==> config.mk <==
export PLATFORM = sky130hd
export DESIGN_NAME = ctrl_sequencer_flat
export DESIGN_NICKNAME = d
export VERILOG_FILES = /design/src/rtl/ctrl_sequencer_if.sv /design/src/rtl/ctrl_sequencer.sv /design/src/flat_wrapper.sv
export SDC_FILE = /design/constraint.sdc
export NUM_CORES = 1
export LEC_CHECK = 0
export CORE_UTILIZATION = 35
export DETAILED_ROUTE_END_ITERATION = 8
export PLACE_DENSITY = 0.65
export SETUP_SLACK_MARGIN = 0.2
export SLEW_MARGIN = 20
export SYNTH_ARGS = -nofsm -noshare
export SYNTH_HDL_FRONTEND = slang
export SYNTH_SLANG_ARGS = --single-unit
==> constraint.sdc <==
create_clock -name clk -period 4.31 [get_ports clk]
set_clock_uncertainty 0.2 [all_clocks]
set_input_delay 0.6465 -clock clk [delete_from_list [all_inputs] [get_ports clk]]
set_output_delay 0.6465 -clock clk [all_outputs]
set_load 0.03 [all_outputs]
==> src/rtl/ctrl_sequencer_if.sv <==
// Handshake and strobe bundle between the fetch path, ctrl_sequencer and the datapath.
// master: opcode/flag source side; slave: the sequencer itself.
interface ctrl_sequencer_if #(
   parameter int unsigned OPW = 5,
   parameter int unsigned NT  = 4
);
   logic           Go;
   logic [OPW-1:0] opcode;
   logic           Zflag;
   logic           Cflag;
   logic           Wait;
   logic [NT-1:0]  T;
   logic           Busy;
   logic           InstrDone;
   logic           SRam_R;
   logic           SRam_W;
   logic           RegfileRead;
   logic           Regfilewrite;
   logic           OutportWrite;
   logic           INportRead;
   logic           ALU_Save;
   logic           ZFlag_Save;
   logic           CFlag_Save;
   logic           StackRead;
   logic           StackWrite;
   logic           PC_Update;

   modport master (
      output Go, opcode, Zflag, Cflag, Wait,
      input  T, Busy, InstrDone, SRam_R, SRam_W, RegfileRead, Regfilewrite,
             OutportWrite, INportRead, ALU_Save, ZFlag_Save, CFlag_Save,
             StackRead, StackWrite, PC_Update
   );

   modport slave (
      input  Go, opcode, Zflag, Cflag, Wait,
      output T, Busy, InstrDone, SRam_R, SRam_W, RegfileRead, Regfilewrite,
             OutportWrite, INportRead, ALU_Save, ZFlag_Save, CFlag_Save,
             StackRead, StackWrite, PC_Update
   );
endinterface

==> src/rtl/ctrl_sequencer.sv <==
// Hardwired G6 control unit: one-hot T-state sequencer, instruction register and strobe decode.
// Optional memory wait-states in the T_MEM slot are enabled by defining CTRL_WAIT_EN.
module ctrl_sequencer #(
   parameter int unsigned OPW     = 5,
   parameter int unsigned NT      = 4,
   parameter int unsigned T_RD    = 0,
   parameter int unsigned T_ALU   = 1,
   parameter int unsigned T_MEM   = 2,
   parameter int unsigned T_WB    = 3,
   parameter logic [(1<<OPW)-1:0] MASK_SRAM_W = 32'h00801000,
   parameter logic [(1<<OPW)-1:0] MASK_SRAM_R = 32'h00400800,
   parameter logic [(1<<OPW)-1:0] MASK_RF_RD  = 32'h07E413FE,
   parameter logic [(1<<OPW)-1:0] MASK_RF_WR  = 32'h07580FFE,
   parameter logic [(1<<OPW)-1:0] MASK_OUT    = 32'h00200000,
   parameter logic [(1<<OPW)-1:0] MASK_ALU    = 32'h1FA417FE,
   parameter logic [(1<<OPW)-1:0] MASK_ZS     = 32'h070000FE,
   parameter logic [(1<<OPW)-1:0] MASK_CS     = 32'h07000110,
   parameter logic [(1<<OPW)-1:0] MASK_STK_W  = 32'h00040000,
   parameter logic [(1<<OPW)-1:0] MASK_STK_R  = 32'h00080000,
   parameter logic [(1<<OPW)-1:0] MASK_IN     = 32'h00100000,
   parameter logic [(1<<OPW)-1:0] MASK_PC     = 32'h00040000,
   parameter int unsigned JZ_OP   = 14,
   parameter int unsigned JNZ_OP  = 15,
   parameter int unsigned JC_OP   = 16,
   parameter int unsigned JNC_OP  = 17,
   parameter int unsigned HALT_OP = 31
) (
   input logic              clk,
   input logic              Reset,
   ctrl_sequencer_if.slave  bus
);

   typedef enum logic {IDLE, RUN} state_t;

   state_t         state;
   logic [NT-1:0]  t;
   logic [OPW-1:0] ir;
   logic           stall;
   logic           br_take;

`ifdef CTRL_WAIT_EN
   // Memory not ready: freeze the sequence while in the memory slot
   assign stall = bus.Wait & t[T_MEM];
`else
   logic wait_unused;
   assign wait_unused = bus.Wait;
   assign stall       = 1'b0;
`endif

   // Sequencer: IDLE/RUN, one-hot T rotation, IR capture at instruction boundaries
   always_ff @(posedge clk) begin
      if (Reset) begin
         state <= IDLE;
         t     <= '0;
         ir    <= '0;
      end else begin
         case (state)
            IDLE: begin
               if (bus.Go) begin
                  state <= RUN;
                  t     <= NT'(1);
                  ir    <= bus.opcode;
               end
            end
            RUN: begin
               if (!stall) begin
                  if (t[NT-1]) begin
                     if (ir == OPW'(HALT_OP)) begin
                        state <= IDLE;
                        t     <= '0;
                     end else begin
                        t  <= NT'(1);
                        ir <= bus.opcode;
                     end
                  end else begin
                     t <= {t[NT-2:0], 1'b0};
                  end
               end
            end
            default: begin
               state <= IDLE;
               t     <= '0;
            end
         endcase
      end
   end

   // Flags only matter when gated by T[T_WB] below
   assign br_take = ((ir == OPW'(JZ_OP))  &  bus.Zflag) |
                    ((ir == OPW'(JNZ_OP)) & ~bus.Zflag) |
                    ((ir == OPW'(JC_OP))  &  bus.Cflag) |
                    ((ir == OPW'(JNC_OP)) & ~bus.Cflag);

   assign bus.T         = t;
   assign bus.Busy      = (state == RUN);
   assign bus.InstrDone = t[NT-1];

   assign bus.RegfileRead  = t[T_RD]  & MASK_RF_RD[ir];
   assign bus.ALU_Save     = t[T_ALU] & MASK_ALU[ir];
   assign bus.ZFlag_Save   = t[T_ALU] & MASK_ZS[ir];
   assign bus.CFlag_Save   = t[T_ALU] & MASK_CS[ir];
   assign bus.SRam_R       = t[T_MEM] & MASK_SRAM_R[ir];
   assign bus.SRam_W       = t[T_MEM] & MASK_SRAM_W[ir];
   assign bus.StackRead    = t[T_MEM] & MASK_STK_R[ir];
   assign bus.StackWrite   = t[T_MEM] & MASK_STK_W[ir];
   assign bus.INportRead   = t[T_MEM] & MASK_IN[ir];
   assign bus.OutportWrite = t[T_MEM] & MASK_OUT[ir];
   assign bus.Regfilewrite = t[T_WB]  & MASK_RF_WR[ir];
   assign bus.PC_Update    = t[T_WB]  & (MASK_PC[ir] | br_take);

endmodule

==> src/flat_wrapper.sv <==
// flat-port wrapper written by rule: the top's interface ports become plain ports
module ctrl_sequencer_flat 
#(
   parameter int unsigned OPW     = 5,
   parameter int unsigned NT      = 4,
   parameter int unsigned T_RD    = 0,
   parameter int unsigned T_ALU   = 1,
   parameter int unsigned T_MEM   = 2,
   parameter int unsigned T_WB    = 3,
   parameter logic [(1<<OPW)-1:0] MASK_SRAM_W = 32'h00801000,
   parameter logic [(1<<OPW)-1:0] MASK_SRAM_R = 32'h00400800,
   parameter logic [(1<<OPW)-1:0] MASK_RF_RD  = 32'h07E413FE,
   parameter logic [(1<<OPW)-1:0] MASK_RF_WR  = 32'h07580FFE,
   parameter logic [(1<<OPW)-1:0] MASK_OUT    = 32'h00200000,
   parameter logic [(1<<OPW)-1:0] MASK_ALU    = 32'h1FA417FE,
   parameter logic [(1<<OPW)-1:0] MASK_ZS     = 32'h070000FE,
   parameter logic [(1<<OPW)-1:0] MASK_CS     = 32'h07000110,
   parameter logic [(1<<OPW)-1:0] MASK_STK_W  = 32'h00040000,
   parameter logic [(1<<OPW)-1:0] MASK_STK_R  = 32'h00080000,
   parameter logic [(1<<OPW)-1:0] MASK_IN     = 32'h00100000,
   parameter logic [(1<<OPW)-1:0] MASK_PC     = 32'h00040000,
   parameter int unsigned JZ_OP   = 14,
   parameter int unsigned JNZ_OP  = 15,
   parameter int unsigned JC_OP   = 16,
   parameter int unsigned JNC_OP  = 17,
   parameter int unsigned HALT_OP = 31
)
  (clk, Reset, bus_Go, bus_opcode, bus_Zflag, bus_Cflag, bus_Wait, bus_T, bus_Busy, bus_InstrDone, bus_SRam_R, bus_SRam_W, bus_RegfileRead, bus_Regfilewrite, bus_OutportWrite, bus_INportRead, bus_ALU_Save, bus_ZFlag_Save, bus_CFlag_Save, bus_StackRead, bus_StackWrite, bus_PC_Update);
  ctrl_sequencer_if #(.OPW(OPW), .NT(NT)) bus_i ();
  input logic clk;
  input logic Reset;
  input wire logic [$bits(bus_i.Go)-1:0] bus_Go;
  input wire logic [$bits(bus_i.opcode)-1:0] bus_opcode;
  input wire logic [$bits(bus_i.Zflag)-1:0] bus_Zflag;
  input wire logic [$bits(bus_i.Cflag)-1:0] bus_Cflag;
  input wire logic [$bits(bus_i.Wait)-1:0] bus_Wait;
  output wire logic [$bits(bus_i.T)-1:0] bus_T;
  output wire logic [$bits(bus_i.Busy)-1:0] bus_Busy;
  output wire logic [$bits(bus_i.InstrDone)-1:0] bus_InstrDone;
  output wire logic [$bits(bus_i.SRam_R)-1:0] bus_SRam_R;
  output wire logic [$bits(bus_i.SRam_W)-1:0] bus_SRam_W;
  output wire logic [$bits(bus_i.RegfileRead)-1:0] bus_RegfileRead;
  output wire logic [$bits(bus_i.Regfilewrite)-1:0] bus_Regfilewrite;
  output wire logic [$bits(bus_i.OutportWrite)-1:0] bus_OutportWrite;
  output wire logic [$bits(bus_i.INportRead)-1:0] bus_INportRead;
  output wire logic [$bits(bus_i.ALU_Save)-1:0] bus_ALU_Save;
  output wire logic [$bits(bus_i.ZFlag_Save)-1:0] bus_ZFlag_Save;
  output wire logic [$bits(bus_i.CFlag_Save)-1:0] bus_CFlag_Save;
  output wire logic [$bits(bus_i.StackRead)-1:0] bus_StackRead;
  output wire logic [$bits(bus_i.StackWrite)-1:0] bus_StackWrite;
  output wire logic [$bits(bus_i.PC_Update)-1:0] bus_PC_Update;
  assign bus_i.Go = bus_Go;
  assign bus_i.opcode = bus_opcode;
  assign bus_i.Zflag = bus_Zflag;
  assign bus_i.Cflag = bus_Cflag;
  assign bus_i.Wait = bus_Wait;
  assign bus_T = bus_i.T;
  assign bus_Busy = bus_i.Busy;
  assign bus_InstrDone = bus_i.InstrDone;
  assign bus_SRam_R = bus_i.SRam_R;
  assign bus_SRam_W = bus_i.SRam_W;
  assign bus_RegfileRead = bus_i.RegfileRead;
  assign bus_Regfilewrite = bus_i.Regfilewrite;
  assign bus_OutportWrite = bus_i.OutportWrite;
  assign bus_INportRead = bus_i.INportRead;
  assign bus_ALU_Save = bus_i.ALU_Save;
  assign bus_ZFlag_Save = bus_i.ZFlag_Save;
  assign bus_CFlag_Save = bus_i.CFlag_Save;
  assign bus_StackRead = bus_i.StackRead;
  assign bus_StackWrite = bus_i.StackWrite;
  assign bus_PC_Update = bus_i.PC_Update;
  ctrl_sequencer #(.OPW(OPW), .NT(NT), .T_RD(T_RD), .T_ALU(T_ALU), .T_MEM(T_MEM), .T_WB(T_WB), .MASK_SRAM_W(MASK_SRAM_W), .MASK_SRAM_R(MASK_SRAM_R), .MASK_RF_RD(MASK_RF_RD), .MASK_RF_WR(MASK_RF_WR), .MASK_OUT(MASK_OUT), .MASK_ALU(MASK_ALU), .MASK_ZS(MASK_ZS), .MASK_CS(MASK_CS), .MASK_STK_W(MASK_STK_W), .MASK_STK_R(MASK_STK_R), .MASK_IN(MASK_IN), .MASK_PC(MASK_PC), .JZ_OP(JZ_OP), .JNZ_OP(JNZ_OP), .JC_OP(JC_OP), .JNC_OP(JNC_OP), .HALT_OP(HALT_OP)) u_core (.clk(clk), .Reset(Reset), .bus(bus_i));
endmodule
==> impl_metrics.py <==
metrics = {
    "worst_setup_path": {
        "crit_buf_inv": 2,
        "r2r_cells": 5,
        "rrSetupSlack_ps": 1820,
        "path_class": "input port to primary output",
        "crit_path_end_kind": "primary output",
        "cp.required_ps": 3460,
        "worstSetupStartpointType": "input port",
        "crit_path_top_delay_cell": "clkdlybuf4s50_1",
        "cpPeakStageDelay_ps": 690,
        "path_common_cell": "clkdlybuf4s50_1",
        "path_cells": "clkdlybuf4s50_1 > xnor2_1 > or4_1 > a21oi_1 > clkdlybuf4s50_1",
        "crit_path_start": "bus_Zflag",
        "endpoint": "bus_PC_Update",
        "cp_data_arrival_time_ps": 2420,
        "r2r_start": "u_core.bus.Busy",
        "cpLargestDelayFamily": "buffers and inverters",
        "path_depth": 5,
        "cp_max_fo": 1,
    },
    "synth": {
        "yosysSeqAreaShare_pct": 33.9,
        "netlist_instances": 142,
        "synth_nets": 153,
        "ys.warnings.count": 0,
        "synth_area_leaders": "dfxtp_1, and2_1, nand2_1",
        "synthTopCellsByCount": "dfxtp_1, nand2_1, and2_1, nor2_1",
        "yosys.cell_types.count": 51,
        "synth.avg_cell_area_um2": 8.74,
        "synth_edf_count": 0,
        "yosys.area.top_type": "dfxtp_1",
        "synth.top_cell.area_share_pct": 33.9,
        "ys_async_sr_fraction_pct": 0,
        "yosysMostFrequentCell": "dfxtp_1",
        "synth_area_um2": 1240,
        "ys.flop_type": "dfxtp_1",
        "ys_ff_latch": 21,
    },
    "sta": {
        "fmax_mhz": 306,
        "layout_min_cycle_time_ps": 3270,
        "slew_violations": 0,
        "slew_headroom_pct": 62.5,
        "setup_ws_ps": 1040,
        "hold_viol_final": 0,
        "rsz0062_at_grt": "no",
        "finalSetupViolCount": 0,
        "fin_crit_sh_pct": 75.8,
        "worstMarginPinSlew_ps": 551,
        "fin_tns_setup_ps": 0,
    },
    "die": {
        "die_y_um": 61.6,
        "die_w_um": 61.6,
        "rows": 21,
        "start_util_pct": 36.9,
        "ios": 29,
        "coreArea_um2": 3360,
        "die_area_um2": 3790,
    },
    "power": {
        "internal_power_uw": 282,
        "swShare_pct": 30.3,
        "clkPwrFrac_pct": 23.1,
        "p_per_area_nw_per_um2": 266,
        "power.net_switching_uw": 123,
        "fin_total_pwr_uw": 405,
        "power_frac_comb_pct": 22.7,
        "irDropWorstVdd_mv": 0.201,
        "power_frac_seq_pct": 54.2,
        "p_leak_uw": 0.000526,
    },
    "place": {
        "place_inst": 207,
        "gp_congestion": 0.819,
        "port_buffers": 27,
        "place_ws_ps": 1050,
        "dp_hpwl_um": 2120,
    },
    "global_route": {
        "grt_pass1_vias": 996,
        "grtUsageTotal_pct": 16.2,
        "grt_max_degree": 16,
        "antenna_found_initial": 0,
        "grt_pass1_wl_um": 4560,
        "grt.overflow.total": 0,
    },
    "drt": {
        "wl_per_cell_um": 13.5,
        "antenna_left": 0,
        "via_count": 1165,
        "dr.pass1.iters": 4,
        "wl_um": 2860,
        "drt_iter0_drc": 63,
        "viasPerCell": 5.52,
        "route.detailed.drc": 0,
    },
    "cts": {
        "cts.path.max_buffers": 2,
        "clk_pin_slew_worst_paths_ps": 110,
        "postCtsResizedCells": 0,
        "numCtsBuffers": 3,
        "cts_max_level": 1,
        "cts_hold_buf": 0,
        "clk_latency_ps": 300,
        "post-cts-setup-buffers": 0,
        "cts_tree": "done",
        "cts_sinks": 21,
        "cts_root_buf": "clkbuf_4",
    },
    "hold_path": {
        "hp-class": "flop to flop",
    },
    "layout": {
        "fin_cells": 211,
        "diodes": 0,
        "fin_util_pct": 45.3,
        "drive_above_1_share_pct": 11.5,
        "fin_nets": 177,
        "area_delta_synth_final_pct": 22.9,
    },
    "status": {
        "status": "finished, final reports clean",
    },
    "flow_run": {
        "drv_cap": 0,
    },
}
==> worst min path at each step <==
| stage | startpoint | endpoint | slack (ps) | cells past startpoint |
|---|---|---|---|---|
| 3_5_place_dp | u_core.bus.T[0] | u_core.bus.T[1] | 340 | 2 |
| 6_report | u_core.bus.T[0] | u_core.bus.T[1] | 350 | 2 |
| 4_1_cts | u_core.bus.T[0] | u_core.bus.T[1] | 360 | 2 |
| 3_3_place_gp | u_core.bus.T[0] | u_core.bus.T[1] | 350 | 2 |
| 2_1_floorplan | u_core.ir[3] | u_core.bus.T[0] | 430 | 3 |
| 5_1_grt | u_core.bus.T[0] | u_core.bus.T[1] | 400 | 2 |
==> through the flow <==
stage | instance area [um^2] | hold slack [ps]
5_1_grt | 1530 | 400
3_5_place_dp | 1500 | 341
2_1_floorplan | 1240 | 427
3_3_place_gp | 1500 | 349
4_1_cts | 1530 | 358
6_report | 1530 | 353
==> worst min-delay path, delay by kind of cell (launching register included) <==
kind / cells / cell delay (ps)
AO/OA/AOI/OAI: 1 / 130
flip-flops: 1 / 350
AND/OR/NAND/NOR: 1 / 40
==> final cells by class <==
type | instances | area (um^2)
multi-input combinational | 105 | 717
sequential | 21 | 420
tap | 46 | 57.6
clock inverter | 1 | 5.00
inverter | 8 | 32.5
fill | 354 | 1840
clock buffer | 3 | 22.5
timing repair buffer | 27 | 270
==> power groups by stage <==
stage / clock [uW] / combinational [uW] / sequential (uW)
finish: 93.7 / 91.9 / 220
global route: 106 / 100 / 221
CTS: 97.7 / 91.1 / 220
detailed placement: 0 / 90.7 / 224
global placement: 0 / 89.5 / 223
floorplan: 0 / 69.1 / 220
==> logic make-up (layout without fill, tap and decap cells) <==
kind of cell    Yosys count  in the layout  share of synthesized area (%)
simple gates             62             62                           26.6
buf+inv                  16             39                           8.37
mux                       3              3                           2.92
compound gates           36             36                           25.4
xor+xnor                  4              4                           2.82
flops                    21             21                           33.9
==> cell usage in the layout (no fill, tap or decap), types with 2 or more instances in the layout <==
cell type	count
xor2_1	2
clkbuf_4	3
a22oi_1	3
and2_1	11
o32ai_1	2
clkdlybuf4s50_1	27
a211oi_1	2
nand2b_1	2
nand3b_1	2
dfxtp_1	21
nor3b_1	2
inv_1	5
inv_2	2
nand3_1	4
a31oi_1	4
nor4_1	2
nor3_1	5
xnor2_1	2
mux2_2	2
nor2_1	11
nand4_1	4
a21boi_0	2
a21oi_1	3
nand2_1	13
o211ai_1	3
==> routing by layer <==
| metal | global-route usage, % | part of all wire (%) |
|---|---|---|
| met2 | 27.2 | 48 |
| met3 | 4.20 | 7.1 |
| met4 | 3.81 | 1.2 |
| met1 | 20.6 | 43 |
| met5 | 0 | 0 |
No activity file was read; power rests on OpenSTA's default activity.
